--- src/rtl/spi_slave_rx.sv ---
// spi_slave_rx: SPI slave endpoint clocked by the system clock.
// SCLK, CS_N and MOSI are oversampled through synchronisers. MOSI is
// deserialised into words (valid/ready on the RX side). TX_DATA is
// serialised onto MISO, and a load strobe is raised each time a word is
// captured.
// Ports:
//   clk, rst          system clock, asynchronous active-high reset
//   sclk, cs_n, mosi  SPI pins from the master (asynchronous to clk)
//   miso              serial data to the master
//   rx_data/rx_valid/rx_ready  received word handshake
//   tx_data/tx_load   word for the next frame / capture strobe
//   overrun           pulse when a completed word is dropped
// Build option: define SPI_SLAVE_LSB_FIRST_EN for LSB-first framing
// (default is MSB-first).
module spi_slave_rx #(
   parameter int unsigned DATA_W      = 8,
   parameter bit          CPOL        = 1'b0,
   parameter bit          CPHA        = 1'b0,
   parameter int unsigned SYNC_STAGES = 2
) (
   input  logic              clk,
   input  logic              rst,
   input  logic              sclk,
   input  logic              cs_n,
   input  logic              mosi,
   output logic              miso,
   output logic [DATA_W-1:0] rx_data,
   output logic              rx_valid,
   input  logic              rx_ready,
   input  logic [DATA_W-1:0] tx_data,
   output logic              tx_load,
   output logic              overrun
);

   localparam int unsigned CNT_W = $clog2(DATA_W);
   localparam logic [CNT_W-1:0] LAST_BIT = CNT_W'(DATA_W - 1);

   typedef enum logic {IDLE, ACTIVE} state_t;

   state_t                  state;
   logic [SYNC_STAGES-1:0]  sclk_ff, cs_ff, mosi_ff;
   logic                    sclk_q, cs_q;
   logic [CNT_W-1:0]        cnt;
   logic [DATA_W-2:0]       rx_shift;   // first DATA_W-1 bits of the frame
   logic [DATA_W-1:0]       tx_shift;
   logic                    first_shift;

   logic sclk_s, cs_s, mosi_s;
   logic sclk_rise, sclk_fall, sample_edge, shift_edge, cs_fall, cs_rise;
   logic [DATA_W-1:0] rx_next, tx_next;
   logic [DATA_W-2:0] rx_keep;
   logic tx_first, tx_second, load_first;

   assign sclk_s = sclk_ff[SYNC_STAGES-1];
   assign cs_s   = cs_ff[SYNC_STAGES-1];
   assign mosi_s = mosi_ff[SYNC_STAGES-1];

   assign sclk_rise   = sclk_s & ~sclk_q;
   assign sclk_fall   = ~sclk_s & sclk_q;
   assign sample_edge = (CPOL == CPHA) ? sclk_rise : sclk_fall;
   assign shift_edge  = (CPOL == CPHA) ? sclk_fall : sclk_rise;
   assign cs_fall     = cs_q & ~cs_s;
   assign cs_rise     = ~cs_q & cs_s;

   // Bit-order specific shift paths; rx_next is the full word including the current bit.
`ifdef SPI_SLAVE_LSB_FIRST_EN
   assign rx_next    = {mosi_s, rx_shift};
   assign rx_keep    = rx_next[DATA_W-1:1];
   assign tx_next    = {1'b0, tx_shift[DATA_W-1:1]};
   assign tx_first   = tx_shift[0];
   assign tx_second  = tx_shift[1];
   assign load_first = tx_data[0];
`else
   assign rx_next    = {rx_shift, mosi_s};
   assign rx_keep    = rx_next[DATA_W-2:0];
   assign tx_next    = {tx_shift[DATA_W-2:0], 1'b0};
   assign tx_first   = tx_shift[DATA_W-1];
   assign tx_second  = tx_shift[DATA_W-2];
   assign load_first = tx_data[DATA_W-1];
`endif

   // Input synchronisers plus one extra copy of SCLK/CS_N for edge detection.
   always_ff @(posedge clk or posedge rst) begin
      if (rst) begin
         sclk_ff <= {SYNC_STAGES{CPOL}};
         cs_ff   <= {SYNC_STAGES{1'b1}};
         mosi_ff <= '0;
         sclk_q  <= CPOL;
         cs_q    <= 1'b1;
      end else begin
         sclk_ff <= {sclk_ff[SYNC_STAGES-2:0], sclk};
         cs_ff   <= {cs_ff[SYNC_STAGES-2:0], cs_n};
         mosi_ff <= {mosi_ff[SYNC_STAGES-2:0], mosi};
         sclk_q  <= sclk_s;
         cs_q    <= cs_s;
      end
   end

   // Frame FSM and datapath.
   always_ff @(posedge clk or posedge rst) begin
      if (rst) begin
         state       <= IDLE;
         cnt         <= '0;
         rx_shift    <= '0;
         tx_shift    <= '0;
         first_shift <= 1'b0;
         miso        <= 1'b0;
         rx_data     <= '0;
         rx_valid    <= 1'b0;
         tx_load     <= 1'b0;
         overrun     <= 1'b0;
      end else begin
         tx_load <= 1'b0;
         overrun <= 1'b0;
         if (rx_valid && rx_ready) rx_valid <= 1'b0;

         case (state)
            IDLE: begin
               if (cs_fall) begin
                  tx_shift    <= tx_data;
                  tx_load     <= 1'b1;
                  cnt         <= '0;
                  first_shift <= 1'b1;
                  if (!CPHA) miso <= load_first;
                  state       <= ACTIVE;
               end
            end
            ACTIVE: begin
               if (sample_edge) begin
                  rx_shift <= rx_keep;
                  if (cnt == LAST_BIT) begin
                     cnt <= '0;
                     // A word being handed off this cycle frees the output register.
                     if (!rx_valid || rx_ready) begin
                        rx_data  <= rx_next;
                        rx_valid <= 1'b1;
                     end else begin
                        overrun <= 1'b1;
                     end
                     tx_shift    <= tx_data;
                     tx_load     <= 1'b1;
                     first_shift <= 1'b1;
                     if (!CPHA) miso <= load_first;
                  end else begin
                     cnt <= cnt + CNT_W'(1);
                  end
               end else if (shift_edge) begin
                  if (CPHA && first_shift) begin
                     miso        <= tx_first;
                     first_shift <= 1'b0;
                  end else if (CPHA || cnt != '0) begin
                     // In CPHA=0 the trailing edge after the last sample must not disturb the new word.
                     tx_shift <= tx_next;
                     miso     <= tx_second;
                  end
               end
               if (cs_rise) begin
                  cnt   <= '0;
                  state <= IDLE;
               end
            end
            default: state <= IDLE;
         endcase
      end
   end

endmodule
--- config.mk ---
export PLATFORM = sky130hd
export DESIGN_NAME = spi_slave_rx
export DESIGN_NICKNAME = d
export VERILOG_FILES = /design/src/rtl/spi_slave_rx.sv
export SDC_FILE = /design/constraint.sdc
export NUM_CORES = 1
export LEC_CHECK = 0
export ABC_CLOCK_PERIOD_IN_PS = 1700
export CAP_MARGIN = 20
export CORE_MARGIN = 2
export CORE_UTILIZATION = 49
export CTS_BUF_LIST = sky130_fd_sc_hd__clkbuf_4 sky130_fd_sc_hd__clkbuf_8
export DETAILED_ROUTE_END_ITERATION = 7
export GPL_TIMING_DRIVEN = 0
export PLACE_DENSITY = 0.77
export SETUP_SLACK_MARGIN = 0.2
export SYNTH_ARGS = -nofsm -noshare
export SYNTH_HDL_FRONTEND = slang
export SYNTH_SLANG_ARGS = --single-unit
export TNS_END_PERCENT = 1
--- constraint.sdc ---
create_clock -name clk -period 1.7 [get_ports clk]
set_input_delay 0.17 -clock clk [delete_from_list [all_inputs] [get_ports clk]]
set_output_delay 0.17 -clock clk [all_outputs]
set_load 0.005 [all_outputs]
==> out/metrics.yaml, run 1 <==
async_flop_share_pct: 100
outcome: "finished clean"
path_cells: "ha_2, ha_4, nor2_2, a221o_1, buf_6, mux2_4"
cap_violations: 0
synth_fa_ha_area_share_pct: 3.13
rr_startpoint: "cnt[0]"
synth_area_leader_cell: "dfrtp_1"
cts_tree: "yes"
ctsHoldBuffers: 0
clock_sinks: 38
grt_pass1_vias: 984
powerDensity_mw_per_mm2: 1200
pin_count: 26
dieArea_sq_mm: 0.00374
initialDrtViolationCount: 27
top_usage_layer: "met2"
areaGrowthSynthToFinish_pct: 33.3
cts_made_buffers: 5
gp_congestion: 0.795
fmax_ghz: 0.600
synth_area_sq_mm: 0.00160
cp.required_ps: 1930
setup_tns_ps: 0
postSynthNetCount: 129
hold_ws_ps: 227
slew_viol_final: 0
multi_input_area_sq_um: 656
cp.depth: 6
final_nets: 165
power_leakage_nw: 0.995
cts.clk_slew.worst_paths_ps: 110
end_kind: "register"
cp-startpoint: "cnt[0]"
regArea_sq_um: 955
synth_compound_area_share_pct: 4.62
cts.path.max_buffers: 2
arrival_ps: 1900
rrSetupSlack_ps: 30
path_buf_inv: 1
grt_overflow_total: 0
antenna_found_initial: 0
crit_path_max_fanout: 8
grt_max_degree: 21
critPathKind: "register to register"
syn_inst: 111
core_area_sq_mm: 0.00308
worst_slack_ps: 32.1
ys_seq_area_share_pct: 59.7
gr-usage-met2_pct: 27.7
skew_ps: 11.4
io_buffers: 25
drc: 0
start_kind: "register"
hpwlAfterDp_mm: 1.87
finalPower_mw: 2.55
reg2reg_to: "tx_shift[6]"
worst_pin_slew_ps: 776
grt_util_met1_pct: 18.9
rsz0062_at_grt: "true"
synth_seq_cells: 38
cts.root.buffer_cell: "clkbuf_4"
synth_simple_gate_area_share_pct: 7.43
dr.pass1.iters: 4
drive_gt1_share_pct: 38.5
utilization_pct: 69.2
diodes: 0
ys_types: 28
post-route-min-period_ps: 1670
track_usage_pct: 16.3
rows: 20
routed_via_density: 5.02
htreeDepth: 2
synth-main-ff-cell: "dfrtp_1"
synth_edf_count: 0
slew_headroom_pct: 48.2
critPathSlowestCell: "dfrtp_1"
irDropWorstVdd_uv: 955
ys_top_cells_by_area: "dfrtp_1, mux2_2, mux2_4"
die_width_microns: 61.1
grt_pass1_wl_mm: 4.24
post-route-period-util_pct: 98.1
postRouteAntennaNets: 0
reg2regPathDepth: 6
crit_end: "tx_shift[6]"
wl_per_cell_microns: 13.9
synth_top_family_by_area: "multiplexers"
die_height_microns: 61.1
grt.met3_usage_pct: 4.41
setup_viol: 0
critPathTopFamily: "flip-flops"
vias: 964
nFillCells: 236
hold_viol: 0
wl_mm: 2.68
clk_latency_ps: 340
yosys.area.top_type_share_pct: 54.8
synth_area_per_cell_sq_um: 14.4
start_util_pct: 52.0
yosys-mux-area-fraction_pct: 22.7
yosysWarnings: 0
hp-class: "input pin to register"
dp_slack_ps: -25.0
slowest_delay_ps: 420
synth_xor_area_share_pct: 0
-- per-stage QoR --
step           instances  cell area [sq um]
2_1_floorplan        111               1620
3_3_place_gp         180               1920
3_5_place_dp         181               1950
4_1_cts              191               2090
5_1_grt              192               2130
6_report             192               2130
-- where the power goes --
group	internal [mW]	leakage (nW)	total (mW)	switching, mW
clock network	0.498	0.0585	0.783	0.284
logic	0.377	0.462	0.546	0.169
registers	1.10	0.475	1.22	0.126
total	1.97	0.995	2.55	0.580
-- state kept, by name, indices dropped and copies added (netlist names) --
signal    flops
tx_load       1
sclk_ff       2
cs_ff         2
tx_shift      7
state         1
mosi_ff       2
cnt           3
overrun       1
rx_shift      7
rx_data       8
miso          1
sclk_q        1
cs_q          1
rx_valid      1
-- what timing repair did --
action                     4_1_cts  5_1_grt
hold endpoints to repair         0        0
pin swaps                        0        1
buffers inserted                 2        1
setup endpoints to repair       15       24
resized for setup                2       11
-- layout by cell type, fill, tap and decap left out, drive strengths merged --
cell type,count
dfrtp,35
mux2,29
clkdlybuf4s50,25
buf,7
clkbuf,6
o21ai,4
nand2,4
inv,4
nand2b,4
nor2,4
ha,4
a21oi,3
dfstp,3
and2,2
nor2b,2
a211oi,2
bufinv,2
and2b,1
o22ai,1
nand3,1
nand3b,1
a221o,1
mux2i,1
and3,1
a21o,1
-- worst min-delay path by stage --
| stage | from | to | slack [ps] | depth (start not counted) |
|---|---|---|---|---|
| 3_3_place_gp | sclk_ff[0] | sclk_ff[1] | 330 | 0 |
| 3_5_place_dp | mosi_ff[0] | mosi_ff[1] | 340 | 0 |
| 6_report | cs_n | cs_ff[0] | 230 | 1 |
| 5_1_grt | cs_n | cs_ff[0] | 200 | 1 |
| 2_1_floorplan | cs_n | cs_ff[0] | 170 | 0 |
| 4_1_cts | cs_n | cs_ff[0] | 210 | 1 |
-- per-layer routing --
metal | part of all wire (%) | wire length (microns)
met2 | 49 | 1320
met3 | 4.1 | 109
met5 | 0 | 0
met1 | 44 | 1190
met4 | 2.0 | 54
-- cells by family after synthesis --
family / count (synthesis)
fa+ha+maj: 4
buf+inv: 7
simple gates: 20
mux: 30
flops: 38
compound gates: 12
-- cell usage after synthesis (2+ instances only) --
cell / instances
dfrtp_1: 35
mux2_2: 22
mux2_4: 7
ha_1: 4
inv_1: 4
nand2_1: 4
o21ai_0: 4
a21oi_1: 3
dfstp_2: 3
nand2b_1: 3
nor2_1: 3
a211oi_1: 2
nor2b_1: 2
-- cell type report --
| type | count | area share [%] |
|---|---|---|
| Multi-Input combinational cell | 66 | 30.8 |
| Inverter | 4 | 0.705 |
| Clock buffer | 6 | 2.41 |
| Buffer | 3 | 1.82 |
| Sequential cell | 38 | 44.8 |
| Timing Repair Buffer | 29 | 14.1 |
| Clock inverter | 2 | 2.82 |
| Tap cell | 44 | 2.58 |
No activity file was read; power rests on OpenSTA's default activity.
==> inputs of run 2 (changes only) <==
--- a/config.mk
+++ b/config.mk
@@ -10,6 +10,7 @@
 export CORE_MARGIN = 2
 export CORE_UTILIZATION = 49
 export CTS_BUF_LIST = sky130_fd_sc_hd__clkbuf_4 sky130_fd_sc_hd__clkbuf_8
+export CTS_CLUSTER_DIAMETER = 100
 export DETAILED_ROUTE_END_ITERATION = 7
 export GPL_TIMING_DRIVEN = 0
 export PLACE_DENSITY = 0.77
==> results of run 2 <==
The final DEF is identical to that of run 1; final timing and power are the same.
==> inputs of run 3 (changes only) <==
--- a/config.mk
+++ b/config.mk
@@ -7,13 +7,15 @@
 export LEC_CHECK = 0
 export ABC_CLOCK_PERIOD_IN_PS = 1700
 export CAP_MARGIN = 20
+export CELL_PAD_IN_SITES_DETAIL_PLACEMENT = 1
+export CELL_PAD_IN_SITES_GLOBAL_PLACEMENT = 1
 export CORE_MARGIN = 2
-export CORE_UTILIZATION = 49
+export CORE_UTILIZATION = 34
 export CTS_BUF_LIST = sky130_fd_sc_hd__clkbuf_4 sky130_fd_sc_hd__clkbuf_8
 export CTS_CLUSTER_DIAMETER = 100
 export DETAILED_ROUTE_END_ITERATION = 7
 export GPL_TIMING_DRIVEN = 0
-export PLACE_DENSITY = 0.77
+export PLACE_DENSITY_LB_ADDON = 0.1
 export SETUP_SLACK_MARGIN = 0.2
 export SYNTH_ARGS = -nofsm -noshare
 export SYNTH_HDL_FRONTEND = slang
==> run 3 against run 2 <==
Compared with the run above:
- the flow now finishes with violations (setup timing)
- die area is 41% higher
- sequential power hardly changed
- register-to-register slack worse by 60 ps
- combinational power is 1% lower
- critical path depth is 1 higher
- clock power is 16% lower
- critical path type unchanged
==> out/metrics.yaml, run 3 (synthesis results as in run 1) <==
slew_viol_final: 0
placed_area_sq_mm: 0.00193
hold_viol: 0
cts_made_buffers: 5
multi_input_area_sq_um: 651
pin_count: 26
nFillCells: 457
wl_mm: 3.04
final_nets: 164
post-route-min-period_ps: 1730
regArea_sq_um: 956
htreeDepth: 2
post-route-period-util_pct: 102
worst_pin_slew_ps: 795
track_usage_pct: 13.1
routed_via_density: 4.93
regMostFlops: "rx_data"
rsz0062_at_grt: "true"
setup_viol: 7
io_buffers: 25
hp-class: "input pin to register"
power_leakage_nw: 0.955
fmax_ghz: 0.579
die_width_microns: 72.6
hpwlAfterDp_mm: 2.06
vias: 981
grt_pass1_wl_mm: 5.24
fin_area_sq_mm: 0.00208
initialDrtViolationCount: 27
arrival_ps: 1900
die_height_microns: 72.6
dr.pass1.iters: 2
drive_gt1_share_pct: 39.5
antenna_found_initial: 0
areaGrowthSynthToFinish_pct: 30.1
clk_latency_ps: 290
wl_per_cell_microns: 15.3
slew_headroom_pct: 46.9
start_util_pct: 36.0
outcome: "finished with violations"
clock_sinks: 38
layout_commonest_cell: "dfrtp_1"
skew_ps: 9.36
setup_tns_ps: -149
final_cell_mix: "dfrtp_1, clkdlybuf4s50_1, mux2_2, mux2_4, clkbuf_8"
powerDensity_mw_per_mm2: 1160
end_kind: "register"
cts.root.buffer_cell: "clkbuf_8"
grt_max_degree: 39
finalPower_mw: 2.42
utilization_pct: 46.8
ctsHoldBuffers: 0
worst_slack_ps: -26.0
dieArea_sq_mm: 0.00527
violations: "setup timing"
drc: 0
largest_reg_flops: 8
top_regs: "rx_data: 8 flops, rx_shift: 7 flops, tx_shift: 7 flops"
start_kind: "register"
postRouteAntennaNets: 0
cp.required_ps: 1870
rows: 24
cap_violations: 0
diodes: 0
grt_overflow_total: 0
critPathKind: "register to register"
crit_path_max_fanout: 8
dp_slack_ps: -49.5
irDropWorstVdd_uv: 557
cts_tree: "yes"
cts.path.max_buffers: 2
grt_pass1_vias: 1097
core_area_sq_mm: 0.00444
gp_congestion: 0.804
cts.clk_slew.worst_paths_ps: 70
==> run 3: cell count changes in the layout (fill, tap and decap cells not counted), moves of 2 or more <==
cell	previous run	this run
bufinv_16	2	0
clkbuf_4	5	2
clkbuf_8	1	6
mux2_2	18	22
mux2_4	11	7
==> run 3: routing by layer <==
layer	part of all wire, %	vias up	GRT usage [%]
met2	49	22	20.7
li1	-	452	-
met5	0	-	0
met3	5.0	4	4.56
met4	1.4	0	4.94
met1	45	503	16.5
==> run 3: where the power goes <==
group	internal [mW]	switching (mW)	leakage, nW
Sequential	1.10	0.128	0.474
Combinational	0.362	0.178	0.430
Clock	0.343	0.311	0.0517
==> run 3: layout make-up <==
cell class                      instances  share of cell area, %
Timing Repair Buffer                   28                   13.1
Buffer                                  3                   1.26
Tap cell                               52                   3.13
Inverter                                4                  0.722
Multi-Input combinational cell         66                   31.3
Clock inverter                          1                  0.241
Clock buffer                            7                   4.33
Sequential cell                        38                   45.9
==> run 3: through the flow <==
step,std cells,hold WS (ps)
floorplan,111,174
global placement,188,335
detailed placement,188,338
CTS,197,285
global route,199,277
finish,199,292
==> run 3: worst paths after layout <==
| kind | startpoint | slack, ps | to | cells past startpoint |
|---|---|---|---|---|
| min | cs_n | 290 | cs_ff[0] | 1 |
| min reg2reg | sclk_ff[0] | 350 | sclk_ff[1] | 0 |
| max in group asynchronous | rst | 800 | sclk_ff[1] | 2 |
| max reg2reg | cnt[0] | -30 | tx_shift[2] | 7 |
| max | cnt[0] | -30 | tx_shift[2] | 7 |
| min in group asynchronous | rst | 350 | mosi_ff[0] | 2 |
==> run 3: critical path, cell delays in order, from the launching register on <==
cell and delay [ps]:
dfrtp_1 430, inv_2 70, ha_4 170, nand2b_4 60, nand3b_1 80, a221o_1 360, buf_6 150, mux2_4 290
==> run 3: what timing repair did <==
action	in CTS	in global routing
endpoints found under the setup margin	16	23
buffers inserted	1	2
pin swaps	1	2
resized for setup	1	6
